File: src/rtl/rc4_encrypt_fsm.sv
// RC4 encoder: fills S with the identity, runs the key schedule, then XORs the
// keystream over MSG_LEN plaintext bytes, writing each ciphertext byte out.
module rc4_encrypt_fsm #(
  parameter int MSG_LEN = 32,
  parameter int KEY_LEN = 3,
  parameter int AW      = $clog2(MSG_LEN)
) (
  input  logic                 clock,
  input  logic                 reset,
  input  logic                 start_i,
  input  logic [8*KEY_LEN-1:0] key_i,
  output logic                 busy_o,
  output logic                 done_o,
  output logic [7:0]           s_address_o,
  output logic [7:0]           s_data_o,
  output logic                 s_wren_o,
  input  logic [7:0]           s_q_i,
  output logic [AW-1:0]        pt_address_o,
  input  logic [7:0]           pt_q_i,
  output logic [AW-1:0]        ct_address_o,
  output logic [7:0]           ct_data_o,
  output logic                 ct_wren_o
);

  typedef enum logic [4:0] {
    S_IDLE, S_INIT,
    S_RD_SI, S_LT_SI, S_RD_SJ, S_LT_SJ, S_WR_I, S_WR_J,
    S_P_RD_SI, S_P_LT_SI, S_P_RD_SJ, S_P_LT_SJ, S_P_WR_I, S_P_WR_J,
    S_P_RD_F, S_P_LT_F, S_P_WR_CT,
    S_DONE
  } state_t;

  localparam logic [AW-1:0] K_LAST  = AW'(MSG_LEN - 1);
  localparam logic [1:0]    KB_LAST = 2'(KEY_LEN - 1);

  state_t               state_q, state_d;
  logic [7:0]           i_q, i_d, j_q, j_d;
  logic [7:0]           si_q, si_d, sj_q, sj_d;
  logic [7:0]           pb_q, pb_d, f_q, f_d;
  logic [AW-1:0]        k_q, k_d;
  logic [1:0]           kb_q, kb_d;
  logic [8*KEY_LEN-1:0] key_q, key_d;
  logic [7:0]           keybyte;

  // Byte 0 of the key is the most significant byte.
  assign keybyte = key_q[(KEY_LEN - 1 - int'(kb_q)) * 8 +: 8];

  always_ff @(posedge clock) begin
    if (reset) begin
      state_q <= S_IDLE;
      i_q     <= '0;
      j_q     <= '0;
      si_q    <= '0;
      sj_q    <= '0;
      pb_q    <= '0;
      f_q     <= '0;
      k_q     <= '0;
      kb_q    <= '0;
      key_q   <= '0;
    end else begin
      state_q <= state_d;
      i_q     <= i_d;
      j_q     <= j_d;
      si_q    <= si_d;
      sj_q    <= sj_d;
      pb_q    <= pb_d;
      f_q     <= f_d;
      k_q     <= k_d;
      kb_q    <= kb_d;
      key_q   <= key_d;
    end
  end

  always_comb begin
    state_d      = state_q;
    i_d          = i_q;
    j_d          = j_q;
    si_d         = si_q;
    sj_d         = sj_q;
    pb_d         = pb_q;
    f_d          = f_q;
    k_d          = k_q;
    kb_d         = kb_q;
    key_d        = key_q;
    busy_o       = 1'b1;
    done_o       = 1'b0;
    s_address_o  = '0;
    s_data_o     = '0;
    s_wren_o     = 1'b0;
    pt_address_o = '0;
    ct_address_o = '0;
    ct_data_o    = '0;
    ct_wren_o    = 1'b0;
    unique case (state_q)
      S_IDLE: begin
        busy_o = 1'b0;
        if (start_i) begin
          key_d   = key_i;
          i_d     = '0;
          j_d     = '0;
          k_d     = '0;
          kb_d    = '0;
          state_d = S_INIT;
        end
      end
      S_INIT: begin
        s_address_o = i_q;
        s_data_o    = i_q;
        s_wren_o    = 1'b1;
        i_d         = i_q + 8'd1;
        if (i_q == 8'd255) begin
          j_d     = '0;
          kb_d    = '0;
          state_d = S_RD_SI;
        end
      end
      S_RD_SI: begin
        s_address_o = i_q;
        state_d     = S_LT_SI;
      end
      S_LT_SI: begin
        si_d    = s_q_i;
        j_d     = j_q + s_q_i + keybyte;
        state_d = S_RD_SJ;
      end
      S_RD_SJ: begin
        s_address_o = j_q;
        state_d     = S_LT_SJ;
      end
      S_LT_SJ: begin
        sj_d    = s_q_i;
        state_d = S_WR_I;
      end
      S_WR_I: begin
        s_address_o = i_q;
        s_data_o    = sj_q;
        s_wren_o    = 1'b1;
        state_d     = S_WR_J;
      end
      S_WR_J: begin
        s_address_o = j_q;
        s_data_o    = si_q;
        s_wren_o    = 1'b1;
        i_d         = i_q + 8'd1;
        kb_d        = (kb_q == KB_LAST) ? 2'd0 : kb_q + 2'd1;
        if (i_q == 8'd255) begin
          j_d     = '0;
          state_d = S_P_RD_SI;
        end else begin
          state_d = S_RD_SI;
        end
      end
      S_P_RD_SI: begin
        i_d         = i_q + 8'd1;
        s_address_o = i_q + 8'd1;
        state_d     = S_P_LT_SI;
      end
      S_P_LT_SI: begin
        si_d    = s_q_i;
        j_d     = j_q + s_q_i;
        state_d = S_P_RD_SJ;
      end
      S_P_RD_SJ: begin
        s_address_o  = j_q;
        pt_address_o = k_q;
        state_d      = S_P_LT_SJ;
      end
      S_P_LT_SJ: begin
        sj_d    = s_q_i;
        pb_d    = pt_q_i;
        state_d = S_P_WR_I;
      end
      S_P_WR_I: begin
        s_address_o = i_q;
        s_data_o    = sj_q;
        s_wren_o    = 1'b1;
        state_d     = S_P_WR_J;
      end
      S_P_WR_J: begin
        s_address_o = j_q;
        s_data_o    = si_q;
        s_wren_o    = 1'b1;
        state_d     = S_P_RD_F;
      end
      S_P_RD_F: begin
        s_address_o = si_q + sj_q;
        state_d     = S_P_LT_F;
      end
      S_P_LT_F: begin
        f_d     = s_q_i;
        state_d = S_P_WR_CT;
      end
      S_P_WR_CT: begin
        ct_address_o = k_q;
        ct_data_o    = f_q ^ pb_q;
        ct_wren_o    = 1'b1;
        if (k_q == K_LAST) begin
          state_d = S_DONE;
        end else begin
          k_d     = k_q + AW'(1);
          state_d = S_P_RD_SI;
        end
      end
      S_DONE: begin
        busy_o  = 1'b0;
        done_o  = 1'b1;
        state_d = S_IDLE;
      end
      default: begin
        busy_o  = 1'b0;
        state_d = S_IDLE;
      end
    endcase
  end

endmodule

File: config.mk
export PLATFORM = sky130hd
export DESIGN_NAME = rc4_encrypt_fsm
export DESIGN_NICKNAME = d
export VERILOG_FILES = /design/src/rtl/rc4_encrypt_fsm.sv
export SDC_FILE = /design/constraint.sdc
export NUM_CORES = 1
export LEC_CHECK = 0
export CORE_ASPECT_RATIO = 1.1
export CORE_MARGIN = 2
export CORE_UTILIZATION = 30
export DETAILED_ROUTE_END_ITERATION = 8
export HOLD_SLACK_MARGIN = 0.1
export PLACE_DENSITY_LB_ADDON = 0.1
export SETUP_SLACK_MARGIN = 0.5
export SLEW_MARGIN = 20
export SYNTH_ARGS = -nofsm -noshare
export SYNTH_HDL_FRONTEND = slang
export SYNTH_SLANG_ARGS = --single-unit
File: constraint.sdc
create_clock -name clock -period 3.3 [get_ports clock]
set_clock_uncertainty 0.1 [all_clocks]
set_input_delay 0.66 -clock clock [delete_from_list [all_inputs] [get_ports clock]]
set_output_delay 0.66 -clock clock [all_outputs]
set_load 0.01 [all_outputs]
==> results.ini <==
[sta]
finalCritPeriodShare_pct=89.2
slew_violations=0
final_hold_viol_count=0
tightest_slew_ns=0.855
max_freq_ghz=0.340
finalSetupViolations=0
rsz0062_at_grt=yes
slew_headroom_pct=43.0
fin_ws_ns=0.357
min_period_ns=2.94
worst_hold_slack_ns=0.353

[floorplan]
die_width_um=129
rows=50
die-height_um=141
initial_core_util_pct=30.3
pin_count=81
core_mm2=0.0169
die_area_mm2=0.0181

[critical_path]
reg2reg_to=j_q[6]
reg2reg_from=kb_q[1]
cp_top_family=compound AO/OA/AOI/OAI gates
critPathMaxStageDelay_ns=0.35
cp_slowest_cell=dfxtp_4
rrSetupSlack_ns=0.57
worst_ep_required_time_ns=2.54
cp-end-kind=output port
path_buf_inv=4
critPathMaxFanout=7
cp_cell_sequence=buf_8 -> xor2_4 -> a21o_1 -> a32oi_1 -> nor2_1 -> buf_4 -> buf_6 -> a221oi_2 -> o21ai_1 -> buf_2
cp.arrival_ns=2.18
reg2regPathDepth=14
start_kind=flip-flop
critical_path_class=flip-flop to output port

[worst_hold_path]
whs_endpoint=key_q[19]
hold_path_class=flip-flop to flip-flop
holdPathStages=2
hp-start=key_q[19]

[grt]
grt-ovfl-total=0
grt_pass1_vias=4886
grt_max_degree=39
grt_antenna_before_repair=0
grt_pass1_wl_um=25100
grtUsageTotal_pct=17.6

[logic_synthesis]
syn_area_mm2=0.00513
syn_inst=649
postSynthRegisterBits=84
ys_top_cells_by_count=98 x nor2_1, 84 x dfxtp_1, 77 x nand2_1
synth_nets=722
synth_seq_area_share_pct=32.8
synth-main-ff-cell=dfxtp_1
synthArstFlopShare_pct=0
synth_top_cell_by_area=dfxtp_1
synthDistinctLibCells=53
synth_edf_count=0
synth_top_area_share_pct=32.8
yosys-top-cells-area=dfxtp_1 33%, mux2i_1 9.0%, nor2_1 7.2%
yosys.cell_count.top_type=nor2_1
syn_avg_cell_area_um2=7.90
yosys_warnings=0

[clock_tree]
numCtsBuffers=9
cts_sinks=84
clockBufferDepth=2
h-tree-depth=3
tritoncts=done
root_buffer=clkbuf_16
insertion_delay_ns=0.35
path_clk_slew_ns=0.06

[routing]
wl_per_cell_um=15.8
drt_iter0_drc=205
drt_first_pass_iters=4
num_vias=4904
route.detailed.drc=0
ant_nets=0
routed_wl_um=15600
viasPerCell=4.96

[layout]
final_cell_area_mm2=0.00725
antenna_cells=0
fillers=1723
multi_input_area_mm2=0.00358
drive_gt1_share_pct=24.4
fin_nets=848
regArea_mm2=0.00171
syn2layout_area_growth_pct=41.4

[pwr]
switchingPower_mw=1.14
switching_share_pct=35.0
pwr-share-comb_pct=34.9
internal-power_mw=2.11
vdd_drop_max_mv=0.252
fin_total_pwr_mw=3.25
clock_power_share_pct=28.9
cellLeakagePower_nw=3.08
power_density_mw_per_mm2=448
pwr-share-seq_pct=36.2

[placement]
placed_area_mm2=0.00637
pre_cts_slack_ns=-0.287
portBuffers=80
dpl.hpwl_um=11500
routabilityCongestion=0.830

[outcome]
outcome=complete, no violations

[run]
drv_cap=0

==> worst max path at each step <==
stage	start	end	depth (start not counted)
after floorplan	s_q_i[0]	j_q[7]	14
after global placement	s_q_i[0]	j_q[7]	15
after detailed placement	s_q_i[0]	j_q[7]	15
after CTS	sj_q[0]	s_address_o[6]	10
after global routing	state_q[3]	s_address_o[7]	10
final	state_q[3]	s_address_o[7]	10
==> through the flow <==
stage	std cells	setup TNS [ns]	util, %
2_1_floorplan	649	0	-
3_3_place_gp	938	-0.512	37.7
3_5_place_dp	938	-0.701	37.7
4_1_cts	973	0	41.3
5_1_grt	988	0	42.9
6_report	988	0	42.9
==> timing repair <==
| action | CTS | global route |
|---|---|---|
| pin swaps | 38 | 45 |
| gates cloned | 1 | 0 |
| endpoints found under the setup margin | 44 | 25 |
| endpoints found under the hold margin | 0 | 0 |
| hold buffers | 0 | 0 |
| buffers inserted | 18 | 15 |
| resized for setup | 132 | 47 |
==> state kept, by name, summed over array words and instances (netlist names) <==
name     count
f_q          8
key_q       24
j_q          8
state_q      5
i_q          8
sj_q         8
pb_q         8
kb_q         2
si_q         8
k_q          5
==> layout by cell type, fill, tap and decap left out, types with 10 or more instances in the layout <==
cell / n
xnor2_1: 22
xor2_1: 11
dfxtp_2: 11
nand2_1: 74
and2_1: 13
clkdlybuf4s50_1: 40
inv_1: 13
nor2_1: 89
dlygate4sd2_1: 20
a21oi_1: 56
buf_2: 10
dfxtp_1: 68
ha_1: 17
mux2i_1: 44
buf_4: 64
a21oi_2: 10
nor3_1: 14
o21ai_0: 19
==> logic make-up after synthesis <==
family / Yosys count / share of synthesized area [%]
xor+xnor: 35 / 6.13
flops: 84 / 32.8
simple gates: 245 / 21.3
compound gates: 149 / 18.0
mux: 47 / 9.20
buf+inv: 59 / 4.81
fa+ha+maj: 30 / 7.76
==> tightest hold or removal path, stage by stage, from the launching register on <==
cell	delay, ns
dfxtp_1	0.31
nand2_1	0.05
a21oi_1	0.05
==> final cells by class <==
class | count | area share, %
multi-input cells | 506 | 49.3
flip-flops and latches | 84 | 23.6
repair buffers | 155 | 18.7
well taps | 208 | 3.59
clock buffers | 10 | 3.16
inverters | 19 | 1.02
clock inverters | 6 | 0.569
==> routing by layer <==
metal  wire length, um  global-route usage (%)  up-vias
met5                 0                       0        -
met4               465                    7.89        0
met3               524                    2.43       21
met2              7640                    30.5       89
met1              6960                    21.7     2287
li1                  -                       -     2507
==> power groups by stage <==
stage                     registers (mW)  logic, mW  clock network, mW
after floorplan                     1.14      0.671                  0
after global placement              1.18      0.963                  0
after detailed placement            1.18      0.973                  0
after CTS                           1.17       1.08              0.976
after global routing                1.19       1.25               1.01
final                               1.18       1.13              0.939
Note: power is estimated with default switching activity, not from simulation.
